`config.mk`:
```
export PLATFORM = sky130hd
export DESIGN_NAME = move_sequencer_flat
export DESIGN_NICKNAME = d
export VERILOG_FILES = /design/src/rtl/move_sequencer_if.sv /design/src/rtl/move_sequencer.sv /design/src/flat_wrapper.sv
export SDC_FILE = /design/constraint.sdc
export NUM_CORES = 1
export LEC_CHECK = 0
export CAP_MARGIN = 25
export CORE_MARGIN = 2
export CORE_UTILIZATION = 50
export CTS_CLUSTER_DIAMETER = 120
export DETAILED_ROUTE_END_ITERATION = 16
export PLACE_DENSITY_LB_ADDON = 0.08
export SYNTH_ARGS = -nofsm -noshare
export SYNTH_HDL_FRONTEND = slang
export SYNTH_SLANG_ARGS = --single-unit
```
`constraint.sdc`:
```
create_clock -name CLK100MHZ -period 7.2 [get_ports CLK100MHZ]
set_input_delay 1.08 -clock CLK100MHZ [delete_from_list [all_inputs] [get_ports CLK100MHZ]]
set_output_delay 1.08 -clock CLK100MHZ [all_outputs]
set_load 0.01 [all_outputs]
```
`src/rtl/move_sequencer_if.sv`:
```
// Request/command bundle between a motion requester and move_sequencer.
// The requester owns the request fields and abort; the sequencer owns the rest.
interface move_sequencer_if #(
  parameter int DUR_W = 12
);
  logic             req_valid;
  logic             req_ready;
  logic [2:0]       req_dir;
  logic [DUR_W-1:0] req_ms;
  logic             abort;
  logic [2:0]       movementCommand;
  logic             busy;
  logic             done;
  logic             aborted;

  modport master (
    output req_valid, req_dir, req_ms, abort,
    input  req_ready, movementCommand, busy, done, aborted
  );

  modport slave (
    input  req_valid, req_dir, req_ms, abort,
    output req_ready, movementCommand, busy, done, aborted
  );
endinterface

```
`src/rtl/move_sequencer.sv`:
```
// Timed motion sequencer: holds one direction for req_ms milliseconds, then
// forces a STOP cool-down of DEAD_MS milliseconds before the next move.
module move_sequencer #(
  parameter int TICKS_PER_MS = 100000,
  parameter int DUR_W        = 12,
  parameter int DEAD_MS      = 20
) (
  input logic             CLK100MHZ,
  input logic             reset,
  move_sequencer_if.slave bus
);
  localparam int              TW        = (TICKS_PER_MS > 1) ? $clog2(TICKS_PER_MS) : 1;
  localparam int              CW        = $clog2(DEAD_MS + 1);
  localparam logic [TW-1:0]   TICK_LAST = TW'(TICKS_PER_MS - 1);
  localparam logic [CW-1:0]   DEAD_LOAD = CW'(DEAD_MS);
  localparam logic [2:0]      CMD_STOP  = 3'b010;

  typedef enum logic [1:0] {IDLE, RUN, COOL} state_t;

  state_t           state;
  logic [TW-1:0]    tick_cnt;
  logic [DUR_W-1:0] ms_left;
  logic [CW-1:0]    cool_left;
  logic             ms_tick;
  logic             accept;

  // Codes the decoder does not treat as motion are executed as a timed STOP.
  function automatic logic [2:0] map_dir(input logic [2:0] d);
    case (d)
      3'b000, 3'b001, 3'b100, 3'b101: return d;
      default:                        return CMD_STOP;
    endcase
  endfunction

  assign bus.req_ready = (state == IDLE) && !bus.abort;
  assign accept        = bus.req_valid && bus.req_ready;
  assign ms_tick       = (tick_cnt == TICK_LAST);

  // NOTE: every register here uses <= so all state updates see the pre-edge
  // values; blocking assignments would make the order of statements matter.
  always_ff @(posedge CLK100MHZ) begin
    if (reset) begin
      state               <= IDLE;
      tick_cnt            <= '0;
      ms_left             <= '0;
      cool_left           <= '0;
      bus.movementCommand <= CMD_STOP;
      bus.busy            <= 1'b0;
      bus.done            <= 1'b0;
      bus.aborted         <= 1'b0;
    end else begin
      bus.done    <= 1'b0;
      bus.aborted <= 1'b0;
      case (state)
        IDLE: begin
          tick_cnt <= '0;
          if (accept) begin
            if (bus.req_ms == '0) begin
              bus.done <= 1'b1;
            end else begin
              state               <= RUN;
              ms_left             <= bus.req_ms;
              bus.movementCommand <= map_dir(bus.req_dir);
              bus.busy            <= 1'b1;
            end
          end
        end

        RUN: begin
          tick_cnt <= ms_tick ? '0 : tick_cnt + 1'b1;
          if (bus.abort) begin
            // Abort beats a coincident final tick: no done, full cool-down.
            state               <= COOL;
            tick_cnt            <= '0;
            cool_left           <= DEAD_LOAD;
            bus.movementCommand <= CMD_STOP;
            bus.aborted         <= 1'b1;
          end else if (ms_tick) begin
            if (ms_left == DUR_W'(1)) begin
              state               <= COOL;
              cool_left           <= DEAD_LOAD;
              bus.movementCommand <= CMD_STOP;
              bus.done            <= 1'b1;
            end else begin
              ms_left <= ms_left - 1'b1;
            end
          end
        end

        COOL: begin
          if (bus.abort) begin
            tick_cnt  <= '0;
            cool_left <= DEAD_LOAD;
          end else begin
            tick_cnt <= ms_tick ? '0 : tick_cnt + 1'b1;
            if (ms_tick) begin
              if (cool_left == CW'(1)) begin
                state     <= IDLE;
                cool_left <= '0;
                bus.busy  <= 1'b0;
              end else begin
                cool_left <= cool_left - 1'b1;
              end
            end
          end
        end

        default: state <= IDLE;
      endcase
    end
  end
endmodule
```
`src/flat_wrapper.sv`:
```
// flat-port wrapper written by rule: the top's interface ports become plain ports
module move_sequencer_flat 
#(
  parameter int TICKS_PER_MS = 100000,
  parameter int DUR_W        = 12,
  parameter int DEAD_MS      = 20
)
  (CLK100MHZ, reset, bus_req_valid, bus_req_dir, bus_req_ms, bus_abort, bus_req_ready, bus_movementCommand, bus_busy, bus_done, bus_aborted);
  move_sequencer_if #(.DUR_W(DUR_W)) bus_i ();
  input logic CLK100MHZ;
  input logic reset;
  input wire logic [$bits(bus_i.req_valid)-1:0] bus_req_valid;
  input wire logic [$bits(bus_i.req_dir)-1:0] bus_req_dir;
  input wire logic [$bits(bus_i.req_ms)-1:0] bus_req_ms;
  input wire logic [$bits(bus_i.abort)-1:0] bus_abort;
  output wire logic [$bits(bus_i.req_ready)-1:0] bus_req_ready;
  output wire logic [$bits(bus_i.movementCommand)-1:0] bus_movementCommand;
  output wire logic [$bits(bus_i.busy)-1:0] bus_busy;
  output wire logic [$bits(bus_i.done)-1:0] bus_done;
  output wire logic [$bits(bus_i.aborted)-1:0] bus_aborted;
  assign bus_i.req_valid = bus_req_valid;
  assign bus_i.req_dir = bus_req_dir;
  assign bus_i.req_ms = bus_req_ms;
  assign bus_i.abort = bus_abort;
  assign bus_req_ready = bus_i.req_ready;
  assign bus_movementCommand = bus_i.movementCommand;
  assign bus_busy = bus_i.busy;
  assign bus_done = bus_i.done;
  assign bus_aborted = bus_i.aborted;
  move_sequencer #(.TICKS_PER_MS(TICKS_PER_MS), .DUR_W(DUR_W), .DEAD_MS(DEAD_MS)) u_core (.CLK100MHZ(CLK100MHZ), .reset(reset), .bus(bus_i));
endmodule
```
* Word level (Yosys, flattened, before mapping)
Index checks and enable logic that the tools add are counted.
** Operators by class
- Add/sub/neg operators :: 3
- Muxes and demuxes :: 45
- Bitwise logic cells :: 1
- Equality and inequality tests :: 19
- Reductions and logical operators :: 18
** Operators with widths (number)
- $mux 12 :: 5
- $mux 17 :: 2
- $pmux 17 s2 :: 1
- $mux 5 :: 6
- $pmux 12 s2 :: 1
- $mux 3 :: 6
- $add 17x1->17 const B :: 1
- $eq 17x17->1 const B :: 1
- $mux 2 :: 8
- $eq 12x1->1 const B :: 1
- $logic_not 12->1 :: 1
- $reduce_and 6->1 :: 2
- $sub 12x1->12 const B :: 1
- $mux 1 :: 11
- $pmux 5 s2 :: 1
- $ne 3x2->1 const B :: 3
- $ne 2x1->1 const B :: 4
- $ne 2x2->1 const B :: 4
- $reduce_bool 2->1 :: 4
- $reduce_and 7->1 :: 1
- $eq 3x3->1 const B :: 2
- $pmux 2 s3 :: 1
- $pmux 3 s2 :: 1
- $eq 5x1->1 const B :: 1
- 14 further kinds :: 17
** Storage, ports and cells
- Word-level logic and storage cells :: 94
- Bits of input ports :: 19
- Flip-flop bits (word level) :: 42

* Depth between registers and ports, before layout
- Word-level depth :: 6
- Gate-level depth with buffers :: 9
- Mapped depth without buffers :: 7

* Worst setup path before layout
OpenSTA, ideal clock, no wires.
- Kind :: input-to-reg
- Start :: input bus_req_ms[7]
- End :: register u_core.ms_left[0]
- Data arrival time :: 2375 ps
- Data required time :: 7104 ps
- Path slack :: 4730 ps
- Path buffers :: 1
- Setup time :: 96 ps
- Stages on the path :: 6
- Path through :: nor4_1 -> a31oi_1 -> nor2_1 -> clkbuf_1 -> o311ai_2 -> o41ai_2
** On the way
- Longest elaborated chain between the ends :: 3
** RTL lines
- start, declared :: line flat_wrapper.sv:14 : input wire logic [$bits(bus_i.req_ms)-1:0] bus_req_ms;
- $logic_not 12->1 :: line move_sequencer.sv:58 : if (bus.req_ms == '0) begin
- $ne 2x2->1 (no line)
- $reduce_and 6->1 (no line)
- end signal, assigned :: line move_sequencer.sv:62 : ms_left <= bus.req_ms;
- end signal, assigned :: line move_sequencer.sv:85 : ms_left <= ms_left - 1'b1;
- end, declared :: line move_sequencer.sv:22 : logic [DUR_W-1:0] ms_left;
Every way passes these cells.
A chain may end at the register's enable or synchronous reset.

* Final worst setup path
- Start :: input bus_abort
- End :: output bus_req_ready
** On the way
- Longest elaborated chain between the ends :: 2
** RTL lines
- start, declared :: line flat_wrapper.sv:15 : input wire logic [$bits(bus_i.abort)-1:0] bus_abort;
- $logic_not 1->1 :: line move_sequencer.sv:35 : assign bus.req_ready = (state == IDLE) && !bus.abort;
- $logic_and 1x1->1 :: line move_sequencer.sv:35
- end, declared :: line flat_wrapper.sv:16 : output wire logic [$bits(bus_i.req_ready)-1:0] bus_req_ready;
Every way passes these cells.

==> impl_metrics.ini <==
[route]
dr.first_iter.drc_count = 92
firstDrtPassIters = 4
vias = 2391
wirelength_um = 6100
drtAntennaViolNets = 0
wl_per_cell_um = 15.1
vias_per_cell = 5.90
drc = 0

[floorplanning]
die_h_um = 75.5
io_pins = 26
initial_core_util_pct = 51.0
rows = 26
die_w_um = 75.5
core_area_um2 = 5010
die_area_um2 = 5700

[timing]
rsz0062_at_grt = false
whs_ns = 0.476
fmax_ghz = 0.288
finalHoldViolCount = 0
slew_headroom_pct = 39.1
tns_ns = 0
worst_slew_pin_slew_ns = 0.908
fin_crit_sh_pct = 48.3
period_minus_slack_ns = 3.48
finalSetupViolations = 0
slew_violations = 0
finClkSkew_ns = 0.00414

[grt]
grtUsageMet2_pct = 40.7
grt-busiest-layer = met2
grtUsageTotal_pct = 22.8
overflow = 0
global_route.usage.met3_pct = 4.23
grt_pass1_vias = 2146
antenna_found_initial = 0
grt_pass1_wl_um = 9940
gr-usage-met1_pct = 28.0
grt_max_degree = 27

[placed_design]
port_buffers = 25
gp_congestion = 0.825
hpwl_um = 4390
dp.cells = 396

[critical_path]
cp_common_cell = clkdlybuf4s50_1
critPathCapture = bus_req_ready
crit_path_start_kind = input port
cp-startpoint = bus_abort
reg2reg_from = u_core.tick_cnt[11]
reg2reg_depth = 5
slowest_stage = clkdlybuf4s50_1
cp.depth = 3
crit_path_max_fanout = 9
cpPeakStageDelay_ns = 0.56
worst_ep_arrival_time_ns = 2.40
crit_required_ns = 6.12
rrSetupSlack_ns = 4.34
worst-path-buf-inv = 2
crit_type = in2out
end_kind = output pin
reg2reg_to = u_core.ms_left[1]
cp_top_family = buffers and inverters
path_cells = clkdlybuf4s50_1 -> nor2_1 -> clkdlybuf4s50_1

[clock_tree]
clock-root-buffer = clkbuf_8
ctsHoldBuffers = 0
clk_latency_ns = 0.30
cts.sinks = 42
cts_htree_levels = 2
cts_resized = 0
cts_tree = built
clock_tree.buffer_depth = 2
cts_made_buffers = 5
post-cts-setup-buffers = 0
path_clk_slew_ns = 0.08

[logic_synthesis]
synth_area_leaders = dfxtp_1, ha_1, nor2_1, a21oi_1, xor2_1
synth_cells = 316
synth.top_cell.area_share_pct = 32.9
yosysTopAreaCell = dfxtp_1
synth-edff-count = 0
synth_area_um2 = 2560
synth.most_common_cell = dfxtp_1
yosysWarnings = 0
synthArstFlopShare_pct = 0
synth_ff_type = dfxtp_1
synth.distinct_cells = 55
ys_ff_latch = 42
synth.avg_cell_area_um2 = 8.09
ys_seq_area_share_pct = 32.9
synth_common_cells = dfxtp_1, nor2_1, nand2_1, a21oi_1, clkbuf_1
synth_fp_nets = 346

[worst_hold_path]
holdCritPathClass = reg2reg
hold_start = u_core.bus.movementCommand[2]

[cells_and_area]
final_net_count = 364
final_util_pct = 58.7
fin_cells = 405
drive_gt1_share_pct = 5.67
antenna_cells = 0
area_delta_synth_final_pct = 15.0

[job]
drv_cap = 0

[power_and_ir_drop]
p_per_area_nw_per_um2 = 325
peakVddDrop_mv = 0.201
p_leak_uw = 0.00101
p_total_uw = 956

[run_status]
outcome = complete, no violations
-- flip-flops by register name, indices dropped and copies added (netlist names) --
signal / count
u_core.bus.aborted: 1
u_core.bus.busy: 1
u_core.bus.done: 1
u_core.bus.movementCommand: 3
u_core.cool_left: 5
u_core.ms_left: 12
u_core.state: 2
u_core.tick_cnt: 17
-- placed cells by master (no fill, tap or decap), types with 3 or more instances in the layout --
cell type        count
clkbuf_8             5
mux2i_1              5
or4_1                5
nor4_1              10
o21ai_1              8
a21oi_1             22
and3_1               3
nand2_1             23
dfxtp_1             42
o21ai_0              6
o311ai_1             8
o32ai_1              3
a31oi_1              5
o31ai_1             10
buf_4                3
or3_1                4
nor3_1               9
ha_1                11
nor2_1              33
nand3_1              7
o21a_1               4
nand2b_1             5
inv_1               15
clkdlybuf4s50_1     25
xor2_1              10
nor2b_1              6
nand4_1              7
nor3b_1              3
-- final cells by class --
| type | instances | area [µm²] |
|---|---|---|
| clock buffers | 5 | 68.8 |
| flip-flops and latches | 42 | 841 |
| fillers | 484 | 2070 |
| inverters | 15 | 56.3 |
| well taps | 70 | 87.6 |
| multi-input cells | 241 | 1590 |
| clock inverters | 3 | 21.3 |
| repair buffers | 29 | 278 |
-- logic make-up after synthesis --
family,Yosys count,share of synthesized area [%]
AND/OR/NAND/NOR,130,27.6
XOR/XNOR,11,3.77
multiplexers,5,1.96
buffers and inverters,33,5.04
flip-flops,42,32.9
AO/OA/AOI/OAI,84,23.4
adder cells (fa/ha/maj),11,5.38
-- power by group --
| group | switching [µW] | internal (µW) |
|---|---|---|
| registers | 44.4 | 274 |
| logic | 303 | 178 |
| clock network | 88.0 | 68.2 |
-- stage by stage --
step           area (µm²)  setup slack, ns
6_report             2940             3.72
5_1_grt              2940             3.63
4_1_cts              2930             3.72
3_5_place_dp         2840             3.74
3_3_place_gp         2840             3.73
2_1_floorplan        2560             4.73
-- how the worst min path moves through the flow --
stage,depth (start not counted),end
final,2,u_core.bus.movementCommand[2]
after global routing,2,u_core.cool_left[1]
after CTS,2,u_core.cool_left[1]
after detailed placement,2,u_core.cool_left[1]
after global placement,2,u_core.cool_left[1]
after floorplan,2,u_core.cool_left[1]
-- tightest hold or removal path: cells and delay by family (launching register included) --
| family | cells | cell delay (ns) |
|---|---|---|
| compound gates | 2 | 0.12 |
| flops | 1 | 0.32 |
-- routing by layer --
metal / share of wire [%] / up-vias / wire, µm
met4: 1.2 / 0 / 71
li1: - / 1212 / -
met1: 45 / 1123 / 2730
met3: 4.1 / 7 / 249
met5: 0 / - / 0
met2: 50 / 49 / 3050
Note: power is estimated with default switching activity, not from simulation.
